[src/rtl/mat_lsu_row_seq.sv]
// Matrix LSU row sequencer: splits a strided matrix load/store into memory beats,
// bounds the issued-but-unacked beats and raises one completion pulse per request.
module mat_lsu_row_seq #(
    parameter int unsigned BEAT_BYTES = 64,
    parameter int unsigned MAX_OUTST  = 8
) (
    input  logic                        forever_cpuclk,
    input  logic                        cpurst_b,
    input  logic                        rtu_yy_xx_flush,
    input  logic                        req_vld,
    output logic                        req_rdy,
    input  logic [6:0]                  req_iid,
    input  logic                        req_st,
    input  logic [2:0]                  req_mreg,
    input  logic [63:0]                 req_base,
    input  logic [63:0]                 req_stride,
    input  logic [7:0]                  req_rows,
    input  logic [15:0]                 req_row_bytes,
    output logic                        beat_vld,
    input  logic                        beat_rdy,
    output logic [63:0]                 beat_addr,
    output logic [$clog2(BEAT_BYTES):0] beat_bytes,
    output logic [7:0]                  beat_row,
    output logic                        beat_st,
    output logic [2:0]                  beat_mreg,
    input  logic                        beat_ack,
    output logic                        mat_lsu_cbus_pipe8_sel,
    output logic [6:0]                  mat_lsu_cbus_pipe8_iid
);

    localparam int unsigned BB_W = $clog2(BEAT_BYTES) + 1;
    localparam int unsigned OW   = $clog2(MAX_OUTST + 1);

    typedef enum logic [1:0] {
        S_IDLE  = 2'd0,
        S_ISSUE = 2'd1,
        S_DRAIN = 2'd2,
        S_DONE  = 2'd3
    } state_t;

    state_t          state;
    state_t          state_nxt;

    logic [6:0]      cap_iid;
    logic            cap_st;
    logic [2:0]      cap_mreg;
    logic [63:0]     cap_stride;
    logic [7:0]      cap_rows;
    logic [15:0]     cap_row_bytes;

    logic [63:0]     row_base;
    logic [15:0]     beat_off;
    logic [7:0]      row;
    logic [OW-1:0]   outst;
    logic [OW-1:0]   outst_nxt;
    logic            sel_q;
    logic [6:0]      iid_q;

    logic            accept;
    logic            fire;
    logic            ack_hit;
    logic [15:0]     rem;
    logic            last_beat;
    logic            last_row;

    assign accept    = req_vld && (state == S_IDLE) && !rtu_yy_xx_flush;
    assign fire      = beat_vld && beat_rdy;
    // An ack with nothing outstanding is stale (e.g. after a flush) and is dropped.
    assign ack_hit   = beat_ack && (outst != '0);
    assign rem       = cap_row_bytes - beat_off;
    assign last_beat = (rem <= 16'(BEAT_BYTES));
    assign last_row  = (({1'b0, row} + 9'd1) == {1'b0, cap_rows});
    assign outst_nxt = (fire && !ack_hit) ? outst + OW'(1) :
                       (!fire && ack_hit) ? outst - OW'(1) : outst;

    // State register.
    always_ff @(posedge forever_cpuclk) begin
        if (!cpurst_b) begin
            state <= S_IDLE;
        end else begin
            state <= state_nxt;
        end
    end

    // Next-state logic; flush overrides every other event.
    always_comb begin
        state_nxt = state;
        case (state)
            S_IDLE: begin
                if (accept) begin
                    state_nxt = ((req_rows == 8'd0) || (req_row_bytes == 16'd0)) ? S_DONE : S_ISSUE;
                end
            end
            S_ISSUE: begin
                if (fire && last_beat && last_row) begin
                    state_nxt = S_DRAIN;
                end
            end
            S_DRAIN: begin
                if (outst == '0) begin
                    state_nxt = S_DONE;
                end
            end
            S_DONE: begin
                state_nxt = S_IDLE;
            end
            default: begin
                state_nxt = S_IDLE;
            end
        endcase
        if (rtu_yy_xx_flush) begin
            state_nxt = S_IDLE;
        end
    end

    // Outputs, all derived from registered state.
    always_comb begin
        req_rdy                = 1'b0;
        beat_vld               = 1'b0;
        beat_addr              = row_base + 64'(beat_off);
        beat_bytes             = last_beat ? BB_W'(rem) : BB_W'(BEAT_BYTES);
        beat_row               = row;
        beat_st                = cap_st;
        beat_mreg              = cap_mreg;
        mat_lsu_cbus_pipe8_sel = sel_q;
        mat_lsu_cbus_pipe8_iid = iid_q;
        if (state == S_IDLE) begin
            req_rdy = 1'b1;
        end
        if ((state == S_ISSUE) && (outst < OW'(MAX_OUTST))) begin
            beat_vld = 1'b1;
        end
    end

    // Request capture, beat walk and outstanding tracking.
    always_ff @(posedge forever_cpuclk) begin
        if (!cpurst_b) begin
            cap_iid       <= '0;
            cap_st        <= 1'b0;
            cap_mreg      <= '0;
            cap_stride    <= '0;
            cap_rows      <= '0;
            cap_row_bytes <= '0;
            row_base      <= '0;
            beat_off      <= '0;
            row           <= '0;
            outst         <= '0;
        end else if (rtu_yy_xx_flush) begin
            beat_off <= '0;
            row      <= '0;
            outst    <= '0;
        end else if (accept) begin
            cap_iid       <= req_iid;
            cap_st        <= req_st;
            cap_mreg      <= req_mreg;
            cap_stride    <= req_stride;
            cap_rows      <= req_rows;
            cap_row_bytes <= req_row_bytes;
            row_base      <= req_base;
            beat_off      <= '0;
            row           <= '0;
            outst         <= '0;
        end else begin
            if (fire) begin
                if (last_beat) begin
                    beat_off <= '0;
                    row      <= row + 8'd1;
                    row_base <= row_base + cap_stride;
                end else begin
                    beat_off <= beat_off + 16'(BEAT_BYTES);
                end
            end
            outst <= outst_nxt;
        end
    end

    // Completion pulse lands the cycle after DONE.
    always_ff @(posedge forever_cpuclk) begin
        if (!cpurst_b) begin
            sel_q <= 1'b0;
            iid_q <= '0;
        end else if (rtu_yy_xx_flush) begin
            sel_q <= 1'b0;
        end else begin
            sel_q <= (state == S_DONE);
            if (state == S_DONE) begin
                iid_q <= cap_iid;
            end
        end
    end

endmodule

[config.mk]
export PLATFORM = sky130hd
export DESIGN_NAME = mat_lsu_row_seq
export DESIGN_NICKNAME = d
export VERILOG_FILES = /design/src/rtl/mat_lsu_row_seq.sv
export SDC_FILE = /design/constraint.sdc
export NUM_CORES = 1
export LEC_CHECK = 0
export ABC_AREA = 1
export CELL_PAD_IN_SITES_DETAIL_PLACEMENT = 1
export CELL_PAD_IN_SITES_GLOBAL_PLACEMENT = 1
export CORE_UTILIZATION = 40
export CTS_CLUSTER_DIAMETER = 30
export CTS_CLUSTER_SIZE = 14
export DETAILED_ROUTE_END_ITERATION = 10
export PLACE_DENSITY_LB_ADDON = 0.1
export SYNTH_ARGS = -nofsm -noshare
export SYNTH_HDL_FRONTEND = slang
export SYNTH_SLANG_ARGS = --single-unit
export TNS_END_PERCENT = 50
[constraint.sdc]
create_clock -name forever_cpuclk -period 5.1 [get_ports forever_cpuclk]
set_clock_uncertainty 0.05 [all_clocks]
set_input_delay 1.53 -clock forever_cpuclk [delete_from_list [all_inputs] [get_ports forever_cpuclk]]
set_output_delay 1.53 -clock forever_cpuclk [all_outputs]
set_load 0.03 [all_outputs]
==> After elaboration in Yosys (flattened, before gate mapping) <==
Cells that the tools add are included.
Widths: inputs -> output; s select.
{ "word_totals": {"out_inout_bits": 93, "input_bits": 169, "register_bits": 201} }
{ "classes": {"reduce_logical": 28, "n_addsub": 8, "n_bitwise": 2, "muxes": 14, "n_lt_le_gt_ge": 2, "n_eq_ne": 7} }
{ "ops": {"columns": ["operator", "count"], "rows": [
  ["$mux 64", 3],
  ["$add 64x16->64", 1],
  ["$add 64x64->64", 1],
  ["$add 16x7->16 const B", 1],
  ["$le 16x7->1 const B", 1],
  ["$logic_not 16->1", 1],
  ["$mux 16", 1],
  ["$sub 16x16->16", 1],
  ["$add 8x1->9 const B", 1],
  ["$eq 9x8->1", 1],
  ["$logic_and 1x1->1", 9],
  ["$add 8x1->8 const B", 1],
  ["$logic_not 8->1", 1],
  ["$mux 2", 4],
  ["$mux 4", 2],
  ["$pmux 2 s4", 1],
  ["$mux 7", 1],
  ["$ne 2x2->1 const B", 3],
  ["$reduce_and 2->1", 3],
  ["$reduce_and 3->1", 2],
  ["$reduce_bool 2->1", 3],
  ["$add 4x1->4 const B", 1],
  ["$eq 2x2->1 const B", 2],
  ["$logic_not 4->1", 1],
  ["11 further kinds", 15]
]} }

==> Longest topological paths before layout <==
{ "logic_depth": {"ltp_word": 8, "mapped_depth": 20, "ltp_nobuf": 18} }

==> Worst setup path after synthesis <==
OpenSTA, ideal clock, no wires.
{ "synth_timing": {"kind": "register to output", "from": "reg beat_off[7]", "to": "out beat_addr[38]", "path_slack_ps": 1162, "stages_incl_launch_ff": 13, "n_path_buf": 0, "arrival_time_ps": 2358, "cell_sequence": "dfxtp_1 ha_1 nand2_1 nand2_1 nand3_1 nand2_1 a21oi_1 o21ai_2 nand2_1 nor3_2 nand3_1 nor2_1 xor2_1"} }
{ "synth_between": {"elab_chain_len": 1} }
{ "synth_rtl": {"columns": ["item", "line", "text"], "rows": [
  ["from (decl)", "52", "logic [15:0] beat_off;"],
  ["from (signal assigned)", "170", "beat_off <= beat_off + 16'(BEAT_BYTES);"],
  ["$add 64x16->64", "120", "beat_addr = row_base + 64'(beat_off);"],
  ["to (decl)", "21", "output logic [63:0] beat_addr,"]
]} }
Every way passes these cells.

==> Worst setup path after layout <==
{ "layout_timing": {"from": "reg row_base[17]", "to": "out beat_addr[55]"} }
{ "layout_between": {"elab_chain_len": 1} }
{ "layout_rtl": {"columns": ["item", "line", "text"], "rows": [
  ["from (decl)", "51", "logic [63:0] row_base;"],
  ["from (signal assigned)", "159", "row_base <= req_base;"],
  ["from (signal assigned)", "168", "row_base <= row_base + cap_stride;"],
  ["$add 64x16->64", "120", null]
]} }
Every way passes these cells.

==> impl_results.md <==
- Tmin final: just over 5 ns
- Static Leak: slightly above 10 nW
- Worst-margin pin slew: approximately 0.86 ns
- Site Rows: between 70 and 80
- Fill cells: ~5,700
- Port-buffer cells: 261
- Starting Density: 0.405
- Hold Crit Class: reg2reg
- R2R Path Start: beat_off[6]
- Initial antenna violation count: 0
- Drt total wl: roughly 75,000 microns
- Min-Delay Endpoint: outst[3]
- Post-DRT Antenna Nets: 0
- 1st-pass router iterations: 5
- Min-Delay Path Depth: 1
- # IOs: 262
- Core area: around 0.04 sq mm
- Top Family by Delay on Critical Path: simple AND/OR/NAND/NOR gates
- Slew margin rel.: 0.419
- Status: complete, no violations
- P per Cell Area: around 230 mW/mm^2
- CTS buffer count: 17
- Final period util: 0.988
- CTS tree: done
- Die ar.: approximately 0.042 sq mm
- Routability cong.: approximately 1.0
- Num Clock Sinks: between 150 and 200
- Die Width: about 210 microns
- FFs w/ async S/R, synth: 0
- Final net count: about 3,400
- R2R Setup Slk: 1.67 ns
- H-tree levels: 4
- Total track usage: 0.359
- Die Ht: roughly 200 microns
- Most frequent cells in the layout: nand2_1, nor2_1, inv_1
- Syn. warnings: 0
- Non-Filler Instances: about 3,700
- Placed cells: roughly 3,600
- Reg2Reg Depth: 18
- Net Count, Synth: between 3,000 and 4,000
- Critical path class: reg2out
- Pre-CTS setup slack: ~0.28 ns
- DP HPWL: 61,100 microns
- Commonest non-fill, non-tap cell in the layout: nand2_1
- Final WS setup: approximately 0.063 ns
- CP endpoint kind: primary output
- CTS root buf: clkbuf_16
- Slowest stage delay, CP: around 0.73 ns
- Synth Cell Area: ~0.017 sq mm
- Type of origin of the critical path: flop
- Clock tree buffer depth: 2
- Final Power: around 4.6 mW
- Vias in the first global route: around 20,000
- Final setup viols: 0
- Data required, critical path: ~3.5 ns
- Worst skew pair latency: a little over 0.5 ns
- Critical path depth: 11
- Largest net degree at the start of global routing: 186
- Cell count after synthesis: 2,876
- Number of synthesized flops with an enable pin: 0
- Share of cells above drive strength 1: 0.0407
- Gr ovfl total: 0
- FF-to-FF End: row_base[32]
- Max Cap Viol: 0
- Area taken by multi-input logic gates: approximately 0.011 sq mm
- Predominant post-synthesis flop cell: dfxtp_1
- Crit Path Max Fanout: 8
- Flops & latches, synth: 195
- Worst VDD drop: roughly 200 uV
- Hold Path Origin: outst[3]
- Unrepaired setup endpoints after global routing: yes
- Final hold violations: 0
- Initial DRC Count: approximately 1,200
- Register area: 0.00390 sq mm
- Via count: 19,600
- Synth-to-layout area growth: 23.1%
- DR vias/cell: ~5.4
- Sequential fraction of the synthesis area: 0.236
- F_max: around 0.20 GHz
- Worst path most repeated cell: nor2_1
- Ant. Diodes: 0
- Worst Path Buf+Inv: 3
- Critical-path cell list: nand2_1, nor2_1, inv_1, nor2_1, inv_1, nor2_1, nand2_1, nand3_1, nand4_1, xor2_1, clkdlybuf4s50_1
- Worst path slowest cell: clkdlybuf4s50_1
- Max-slew violations: 0
- Wire length per cell: around 21 microns
- Crit path DAT: 3.46 ns
- Distinct cells, synth: between 40 and 50
- Mapped Avg Cell Area: roughly 5.7 sq um
- DRC viols: 0
- First-pass GRT wire length: around 110,000 microns
- Clock-pin slew on the worst setup and hold paths: 0.08 ns
[cell type report]
type,instances,share of cell area
tap,532,0.0327
clock inverter,13,0.00818
sequential,195,0.192
timing repair buffer,290,0.141
clock buffer,19,0.0218
multi-input combinational,2173,0.525
inverter,433,0.0800
[worst register-to-register path, stage by stage (launching register included)]
cell     delay, ns
dfxtp_1       0.43
inv_1         0.13
ha_1          0.40
nand2_2       0.12
nor2_2        0.14
nand2_1       0.08
nand2_1       0.08
nand2_1       0.05
nand2_1       0.10
nand2_1       0.07
nor2_2        0.09
nand2_2       0.07
nor2_4        0.16
nand3_4       0.12
nand2_1       0.10
nand2_2       0.41
buf_4         0.48
nor2_1        0.19
nor2_1        0.06
[per-stage QoR]
stage / setup TNS (ns) / hold WS [ns] / cell area [sq um] / utilization
finish: 0 / 0.439 / 20300 / 0.499
global route: -0.0553 / 0.467 / 20300 / 0.499
CTS: 0 / 0.437 / 20300 / 0.498
detailed placement: 0 / 0.426 / 19700 / 0.484
global placement: 0 / 0.410 / 19700 / 0.484
floorplan: 0 / 0.392 / 16500 / -
[registers in the layout (all words and copies together) (netlist names), 4 cells and up]
| name | count |
|---|---|
| outst | 4 |
| row_base | 64 |
| cap_iid | 7 |
| mat_lsu_cbus_pipe8_iid | 7 |
| beat_off | 10 |
| cap_rows | 8 |
| cap_row_bytes | 16 |
| beat_row | 8 |
| cap_stride | 64 |
[power by group]
part / total, mW / leakage, nW / internal [mW] / switching, mW
Sequential: 1.75 / 1.60 / 1.63 / 0.122
Combinational: 1.42 / 8.23 / 0.528 / 0.888
Clock: 1.48 / 0.291 / 0.752 / 0.725
Total: 4.65 / 10.1 / 2.91 / 1.74
[cells in the mapped netlist (all sizes together) (3+ instances only)]
cell / n / area share
nor3: 46 / 0.014
xor2: 65 / 0.034
nand3b: 19 / 0.0086
nor2: 526 / 0.12
buf: 17 / 0.0085
ha: 92 / 0.070
or2: 6 / 0.0023
nand4: 37 / 0.014
o22ai: 4 / 0.0015
and2: 3 / 0.0011
nand2: 810 / 0.19
o21a: 3 / 0.0014
o21bai: 14 / 0.0064
dfxtp: 195 / 0.24
o21ai: 215 / 0.065
clkbuf: 58 / 0.013
inv: 433 / 0.098
xnor2: 30 / 0.016
nor4: 17 / 0.0064
nand3: 124 / 0.038
a21oi: 146 / 0.046
[cells by family (layout without fill, tap and decap cells)]
family | Yosys count | in the layout | synth area share
AO/OA/AOI/OAI | 390 | 390 | 0.125
XOR/XNOR | 95 | 95 | 0.0504
adder cells (fa/ha/maj) | 94 | 94 | 0.0721
buffers and inverters | 508 | 755 | 0.120
flip-flops | 195 | 195 | 0.236
other | 1 | 1 | 0.000227
AND/OR/NAND/NOR | 1593 | 1593 | 0.396
[per-layer routing]
metal  share of wire  up-vias  GRT usage
met2            0.48      558      0.628
met3           0.049      172     0.0550
li1                -     9463          -
met4           0.053        0      0.196
met5               0        -          0
met1            0.42     9421      0.419
[what timing repair did]
item,CTS,global route
setup endpoints to repair,27,22
hold buffers,0,0
setup buffers,0,0
pin swaps,0,0
hold endpoints to repair,0,0
gates resized for setup,25,24
[worst max path at each step]
stage | end | from | slack, ns
after floorplan | beat_addr[38] | beat_off[7] | 1.16
after global placement | beat_addr[38] | beat_off[7] | 0.40
after detailed placement | beat_addr[38] | beat_off[7] | 0.28
after CTS | beat_addr[29] | row_base[8] | 0.005
after global routing | beat_addr[49] | beat_off[6] | -0.05
final | beat_addr[55] | row_base[17] | 0.06
No activity file was read; power rests on OpenSTA's default activity.
